[src/rtl/reg_file_pkg.sv]
// Shared CPU register-file types and sizing constants.
// The control unit, the ALU and the register file all use these types.
package reg_file_pkg;

    localparam int DATA_W = 8;
    localparam int ADDR_W = 3;
    localparam int DEPTH  = 2 ** ADDR_W;

    typedef logic [DATA_W-1:0] reg_data_t;
    typedef logic [ADDR_W-1:0] reg_addr_t;
    typedef reg_data_t         reg_array_t [DEPTH];

    // A write lands only when control requests it, memory is not
    // stalling, and reset is not overriding the edge.
    function automatic logic write_commits(input logic write,
                                           input logic busywait,
                                           input logic reset);
        return write & ~busywait & ~reset;
    endfunction

endpackage

[src/rtl/reg_file_if.sv]
// Register-file bus: one write port and two read ports.
// The CPU control/datapath drives it through the master modport.
// The register file serves it through the slave modport.
interface reg_file_if;
    import reg_file_pkg::*;

    reg_data_t in;
    reg_addr_t inaddress;
    logic      write;
    logic      busywait;
    reg_addr_t out1address;
    reg_addr_t out2address;
    reg_data_t out1;
    reg_data_t out2;

    modport master (
        output in, inaddress, write, busywait, out1address, out2address,
        input  out1, out2
    );

    modport slave (
        input  in, inaddress, write, busywait, out1address, out2address,
        output out1, out2
    );

endinterface

[src/rtl/reg_file_read_port.sv]
// One combinational read port.
// The port selects the stored register by address. It can optionally
// forward write data that commits this cycle to the same register.
module reg_read_port
    import reg_file_pkg::*;
#(
    parameter bit BYPASS = 1'b0
) (
    input  reg_array_t regs,
    input  reg_addr_t  addr,
    input  logic       commit,
    input  reg_addr_t  waddr,
    input  reg_data_t  wdata,
    output reg_data_t  data
);

    // Select the stored value, then let a matching committing write override it.
    always_comb begin
        // NOTE: assign the output on every path before any conditional override so no latch is inferred.
        data = regs[addr];
        if (BYPASS && commit && (addr == waddr)) begin
            data = wdata;
        end
    end

endmodule

[src/rtl/reg_file.sv]
// Eight-entry, 8-bit CPU register file.
// It has two combinational read ports and one synchronous write port.
// Writes are gated by the write strobe and frozen while memory stalls.
// The optional bypass forwards a committing write to a matching read port.
module reg_file
    import reg_file_pkg::*;
#(
    parameter bit BYPASS = 1'b0
) (
    input logic       clk,
    input logic       reset,
    reg_file_if.slave bus
);

    reg_array_t regs;
    logic       commit;

    assign commit = write_commits(bus.write, bus.busywait, reset);

    // Storage update: synchronous clear has priority over the single write port.
    always_ff @(posedge clk) begin
        if (reset) begin
            // NOTE: the array needs a real reset because software expects every register to read zero afterwards, so it maps to flops rather than a RAM macro.
            for (int i = 0; i < DEPTH; i++) begin
                // NOTE: use non-blocking assignments for state so every register samples pre-edge values.
                regs[i] <= '0;
            end
        end else if (commit) begin
            regs[bus.inaddress] <= bus.in;
        end
    end

    // Flag an unknown write strobe or write address whenever a write could commit.
    always_ff @(posedge clk) begin
        if (!reset && (bus.busywait === 1'b0)) begin
            assert (!$isunknown({bus.write, bus.inaddress}));
        end
    end

    reg_read_port #(.BYPASS(BYPASS)) u_port1 (
        .regs   (regs),
        .addr   (bus.out1address),
        .commit (commit),
        .waddr  (bus.inaddress),
        .wdata  (bus.in),
        .data   (bus.out1)
    );

    reg_read_port #(.BYPASS(BYPASS)) u_port2 (
        .regs   (regs),
        .addr   (bus.out2address),
        .commit (commit),
        .waddr  (bus.inaddress),
        .wdata  (bus.in),
        .data   (bus.out2)
    );

endmodule

[src/flat_wrapper.sv]
// flat-port wrapper written by rule: the top's interface ports become plain ports
module reg_file_flat import reg_file_pkg::*;
#(
    parameter bit BYPASS = 1'b0
)
  (clk, reset, bus_in, bus_inaddress, bus_write, bus_busywait, bus_out1address, bus_out2address, bus_out1, bus_out2);
  reg_file_if bus_i ();
  input logic clk;
  input logic reset;
  input wire logic [$bits(bus_i.in)-1:0] bus_in;
  input wire logic [$bits(bus_i.inaddress)-1:0] bus_inaddress;
  input wire logic [$bits(bus_i.write)-1:0] bus_write;
  input wire logic [$bits(bus_i.busywait)-1:0] bus_busywait;
  input wire logic [$bits(bus_i.out1address)-1:0] bus_out1address;
  input wire logic [$bits(bus_i.out2address)-1:0] bus_out2address;
  output wire logic [$bits(bus_i.out1)-1:0] bus_out1;
  output wire logic [$bits(bus_i.out2)-1:0] bus_out2;
  assign bus_i.in = bus_in;
  assign bus_i.inaddress = bus_inaddress;
  assign bus_i.write = bus_write;
  assign bus_i.busywait = bus_busywait;
  assign bus_i.out1address = bus_out1address;
  assign bus_i.out2address = bus_out2address;
  assign bus_out1 = bus_i.out1;
  assign bus_out2 = bus_i.out2;
  reg_file #(.BYPASS(BYPASS)) u_core (.clk(clk), .reset(reset), .bus(bus_i));
endmodule
[config.mk]
export PLATFORM = sky130hd
export DESIGN_NAME = reg_file_flat
export DESIGN_NICKNAME = d
export VERILOG_FILES = /design/src/rtl/reg_file_pkg.sv /design/src/rtl/reg_file_if.sv /design/src/rtl/reg_file_read_port.sv /design/src/rtl/reg_file.sv /design/src/flat_wrapper.sv
export SDC_FILE = /design/constraint.sdc
export NUM_CORES = 1
export LEC_CHECK = 0
export CAP_MARGIN = 25
export CELL_PAD_IN_SITES_DETAIL_PLACEMENT = 2
export CELL_PAD_IN_SITES_GLOBAL_PLACEMENT = 2
export CORE_MARGIN = 2
export CORE_UTILIZATION = 40
export DETAILED_ROUTE_END_ITERATION = 7
export GPL_ROUTABILITY_DRIVEN = 1
export PLACE_DENSITY = 0.81
export SLEW_MARGIN = 20
export SYNTH_ARGS = -nofsm -noshare
export SYNTH_HDL_FRONTEND = slang
export SYNTH_SLANG_ARGS = --single-unit
[constraint.sdc]
create_clock -name clk -period 2 [get_ports clk]
set_clock_uncertainty 0.15 [all_clocks]
set_input_delay 0.4 -clock clk [delete_from_list [all_inputs] [get_ports clk]]
set_output_delay 0.4 -clock clk [all_outputs]
set_load 0.005 [all_outputs]
# --- Word-level counts from Yosys, hierarchy flattened ---
# Cells that the tools add are included.
word_totals:
  output_inout_bits: 16
  regBits: 64
  wordCells: 29
op_classes:
  n_reduce_logical: 1
  bitwise_logic: 7
  muxes: 9
  n_lt_le_gt_ge: 4
op_table:
  columns: ["op", "n"]
  rows:
  - ["bitwise mux 64 bit", 1]
  - ["binary-select mux 8 bit (select 3 bit)", 2]
  - ["2-to-1 mux 8 bit", 5]
  - ["demux 8 bit (select 3 bit)", 1]
  - [">= comparator 4 bit (second input constant)", 3]
  - ["NOT 3 -> 4 bit", 3]
  - ["less-than comparator 4 x 1 -> 1 bit (second input constant)", 1]
  - ["bitwise AND 1 bit", 2]
  - ["NOT 1 bit", 2]
  - ["logical AND 1 bit", 1]

# --- Longest topological paths before layout ---
logic_depth:
  word_depth: 6
  mapped_depth: 4
  depth_no_buf: 3

# --- Hierarchy ---
# A second synthesis with hierarchy kept.
hier_totals:
  hier_cells: 366
  area_unflattened_um2: 3654.8
modules_own_cells:
  columns: ["module", "cells_per_inst", "n_inst", "area_per_inst_um2"]
  rows:
  - ["reg_file", 308, 1, 2553.7]
  - ["reg_read_port", 29, 2, 550.5]

# --- Least setup slack after synthesis ---
# No wires, ideal clock.
synth_path:
  path_kind: "input -> output"
  from: "in bus_out2address[0]"
  to: "out bus_out2[0]"
  arrival_time_ns: 1.444
  path_stages: 4
  path_buffers: 2
  setup_slack_ns: 0.006
  path_cell_list: "buf_6 -> buf_12 -> mux4_1 -> mux2_2"
synth_between:
  elab_chain_cells: 4
synth_rtl:
  columns: ["element", "line_no", "rtl"]
  rows:
  - ["from (decl)", "flat_wrapper.sv:15", "input wire logic [$bits(bus_i.out2address)-1:0] bus_out2address;"]
  - ["NOT 3 -> 4 bit (implied by the code)", "reg_file_read_port.sv:20", "data = regs[addr];"]
  - ["binary-select mux 8 bit (select 3 bit)", "reg_file_read_port.sv:20", null]
  - ["2-to-1 mux 8 bit (implied by the code) (2 in series)", "reg_file_read_port.sv:20", null]
  - ["to (decl)", "flat_wrapper.sv:17", "output wire logic [$bits(bus_i.out2)-1:0] bus_out2;"]
# Every way passes these cells. The select of a mux whose other input is x is not followed.

# --- Worst setup path after layout ---
layout_path:
  from: "in bus_out1address[0]"
  to: "out bus_out1[4]"
layout_between:
  elab_chain_cells: 4
layout_rtl:
  columns: ["element", "line_no", "rtl"]
  rows:
  - ["from (decl)", "flat_wrapper.sv:14", "input wire logic [$bits(bus_i.out1address)-1:0] bus_out1address;"]
  - ["NOT 3 -> 4 bit (implied by the code)", "reg_file_read_port.sv:20", null]
  - ["binary-select mux 8 bit (select 3 bit)", "reg_file_read_port.sv:20", null]
  - ["2-to-1 mux 8 bit (implied by the code) (2 in series)", "reg_file_read_port.sv:20", null]
  - ["to (decl)", "flat_wrapper.sv:16", "output wire logic [$bits(bus_i.out1)-1:0] bus_out1;"]
# Every way passes these cells. The select of a mux whose other input is x is not followed.

==> run summary <==
The routed via count divided by cell count is 5.75. The final non-filler cell area is 0.00480 mm². The total cell area at the placement stage came out at 0.00426 mm². The number of flip-flops under the largest register name is 64. The number of antenna diodes in the final layout is 0. The mean instance size in the synthesized netlist came out at 13.3 µm².

The count of port buffers added during placement came out at 36. The cell count after synthesis came out at 272. The synthesized net count came out at 293. Including well taps, the total number of placed cells is 421.

The routed length per placed instance is 28.7 µm. The number of search-and-repair iterations in the first detailed-routing pass is 4. After layout, the worst setup slack is -0.198 ns. The final routed wirelength across all metal layers is 13,200 µm.

Buffers inserted to repair hold after CTS numbered 0. STA classifies the critical path startpoint as an input pin. The tool flagged a number of max-cap violations equal to 0. The leakage power of the design came out at 2.01 nW. The fill cell instance count of the final layout came out at 830. Setup repair after global routing could not meet its margin everywhere. The largest stage delay on the critical path came out at 0.51 ns.

Global routing finished with a remaining overflow of 0. The maximum clock frequency is 455 MHz. The number of setup violations in the final report came out at 16.

For this run, asynchronously set or reset flops after synthesis account for 0. Ranked by total cell area, the synthesized netlist is headed by sky130_fd_sc_hd__dfxtp_1 (35%), sky130_fd_sc_hd__mux2_2 (25%), sky130_fd_sc_hd__mux4_1 (21%). The register ranked first by flip-flop count is u_core.regs. The path class of the tightest hold or removal check is reg -> reg. The post-CTS clock slew at the launch and capture registers of the worst setup and hold paths came out at 0.08 ns.

CTS saw 64 sinks. The worst ir drop on vdd came out at 0.000657 V. The sequential share of the synthesized area came out at 0.354. The multi-input combinational cells in the finished layout cover a total of 0.00215 mm².

The die is 99.1 µm wide. The post-route antenna net violation count came out at 0. The half-perimeter wire length of the detailed placement result is 6910 µm. At the end of the flow, the number of nets in the layout was 367. The maximum level of the CTS H-tree is 3.

For flop-to-flop paths, the worst setup slack is 0.91 ns. TritonCTS built the clock tree. Headroom to the max-slew limit came out at 0.654. The total routing usage reported by global routing is 0.278. The critical path class is in -> out. For this configuration, the core starts out at a cell density of 0.413. The most used flip-flop cell after synthesis is sky130_fd_sc_hd__dfxtp_1. Among all stages on the critical path, the largest delay is contributed by sky130_fd_sc_hd__mux4_2. Along the worst path, the maximum fanout reaches 4. The final cycle utilization of the critical path came out at 1.10.

The non-filler instance count after layout is 459. The number of antenna violations at the first check in global routing came out at 0. In the final layout, the registers with the most flip-flops are u_core.regs (64). For the pin with the worst max-slew slack, the measured transition is 0.519 ns. The most area-hungry cell type in the Yosys netlist is sky130_fd_sc_hd__dfxtp_1. The insertion delay to the later sink of the worst-skew pair is 0.34 ns.

The checks that failed: negative setup slack. The via count of the first global-routing pass is 2,996. The number of distinct library cell variants in the gate-level netlist after synthesis came out at 17. The power density over cell area came out at 628 mW/mm². The time the worst path needs with I/O delays and setup came out at 2.20 ns. STA puts the critical path data required time at 1.45 ns.

The remaining design rule violation count came out at 0. The total power after layout came out at 0.00302 W. The CTS buffer count is 9. The sequential cell area came out at 0.00128 mm².

The flow ran to the end, but the final reports show violations. The wire length of the first global-routing pass is 19,700 µm. The first routing iteration left 97 violations. The I/O pin count is 37. The total number of vias came out at 2,641. The height of the chip is 99.1 µm. The total number of yosys warnings came out at 0. The die area is 0.00983 mm². The share of the synthesized area in the top cell type came out at 0.354.

The area inside the core boundary came out at 0.00876 mm². At the end of routability-driven placement, the weighted congestion stood at 0.734. The number of buffers on the longest clock path is 2. In this run, synthesis inferred 0 flip-flops with an integrated enable. For the worst setup path, the data arrival time is 1.65 ns. The number of max-slew violations in the final report is 0. The most common cell in the synthesized netlist is sky130_fd_sc_hd__mux2_2.

The signal on the critical path passes through buf_8, buf_12, buf_12, mux4_2, mux2_4, buf_6. The endpoint kind of the worst setup timing path is a primary output. CTS placed an instance of sky130_fd_sc_hd__clkbuf_8 at the clock tree root. The most frequent cell on the critical path is sky130_fd_sc_hd__buf_12. The row count is 34. From synthesis to final layout, the design area changed by 32.7%.

The commonest cells after synthesis are sky130_fd_sc_hd__mux2_2 (80), sky130_fd_sc_hd__nor2b_1 (66), sky130_fd_sc_hd__dfxtp_1 (64). The share of cells above drive strength 1 came out at 0.558. The number of hold violations in the final report is 0. The post-synthesis instance area came out at 0.00362 mm².

The largest net degree at the start of global routing is 49. The synthesis-stage register bit count came out at 64.
[metrics by stage]
step,utilization,hold slack (ns),setup TNS [ns],worst slack (ns)
after global routing,0.548,0.512,-3.16,-0.216
after global placement,0.486,0.437,-21.16,-0.951
final,0.548,0.497,-2.82,-0.198
after floorplan,-,0.395,0,0.00577
after CTS,0.545,0.496,-2.65,-0.194
after detailed placement,0.486,0.459,-24.32,-0.990
[final timing paths]
path                            cells past startpoint         endpoint                from
worst max register to register                      2  u_core.regs[34]     u_core.regs[34]
worst max-delay path                                6      bus_out1[4]  bus_out1address[0]
worst min register to register                      2  u_core.regs[45]     u_core.regs[45]
worst min-delay path                                2  u_core.regs[45]     u_core.regs[45]
[layer usage]
layer  global-route usage  routed length, µm
met1                0.347               5470
met2                0.503               7090
met3               0.0344                358
met4               0.0790                241
met5                    0                  0
[layout by cell type (no fill, tap or decap), types with 4 or more instances in the layout]
cell type,instances
sky130_fd_sc_hd__clkdlybuf4s50_1,15
sky130_fd_sc_hd__nor2b_1,66
sky130_fd_sc_hd__mux2_4,14
sky130_fd_sc_hd__mux4_2,32
sky130_fd_sc_hd__nand2_1,6
sky130_fd_sc_hd__dfxtp_1,63
sky130_fd_sc_hd__buf_2,4
sky130_fd_sc_hd__mux2_2,66
sky130_fd_sc_hd__buf_12,13
sky130_fd_sc_hd__buf_8,4
sky130_fd_sc_hd__buf_4,19
sky130_fd_sc_hd__buf_6,22
sky130_fd_sc_hd__buf_16,4
sky130_fd_sc_hd__clkbuf_8,11
[power breakdown]
| group | switching, W | internal [W] | leakage, nW | total [W] |
|---|---|---|---|---|
| logic | 0.000156 | 0.000212 | 1.38 | 0.000369 |
| clock network | 0.000567 | 0.000774 | 0.113 | 0.00134 |
| registers | 0.0000169 | 0.00129 | 0.517 | 0.00131 |
[kinds of logic after synthesis]
group | share of synthesized area
buf+inv | 0.0359
mux | 0.478
simple gates | 0.132
flops | 0.354
[critical path, delay by kind of cell]
family   cells  cell delay (ns)
buf+inv      4             0.43
mux          2             0.81
[repair_timing]
item / in CTS / in global routing
resized for setup: 158 / 7
hold endpoints to repair: 0 / 0
gates cloned: 4 / 0
setup buffers: 18 / 0
endpoints found under the setup margin: 16 / 16
[area by class of cell]
| class | count | share of cell area |
|---|---|---|
| multi-input combinational | 189 | 0.448 |
| sequential | 64 | 0.267 |
| timing repair buffer | 82 | 0.209 |
| clock buffer | 12 | 0.0323 |
| tap | 108 | 0.0281 |
| clock inverter | 4 | 0.0159 |
Note: power is estimated with default switching activity, not from simulation.
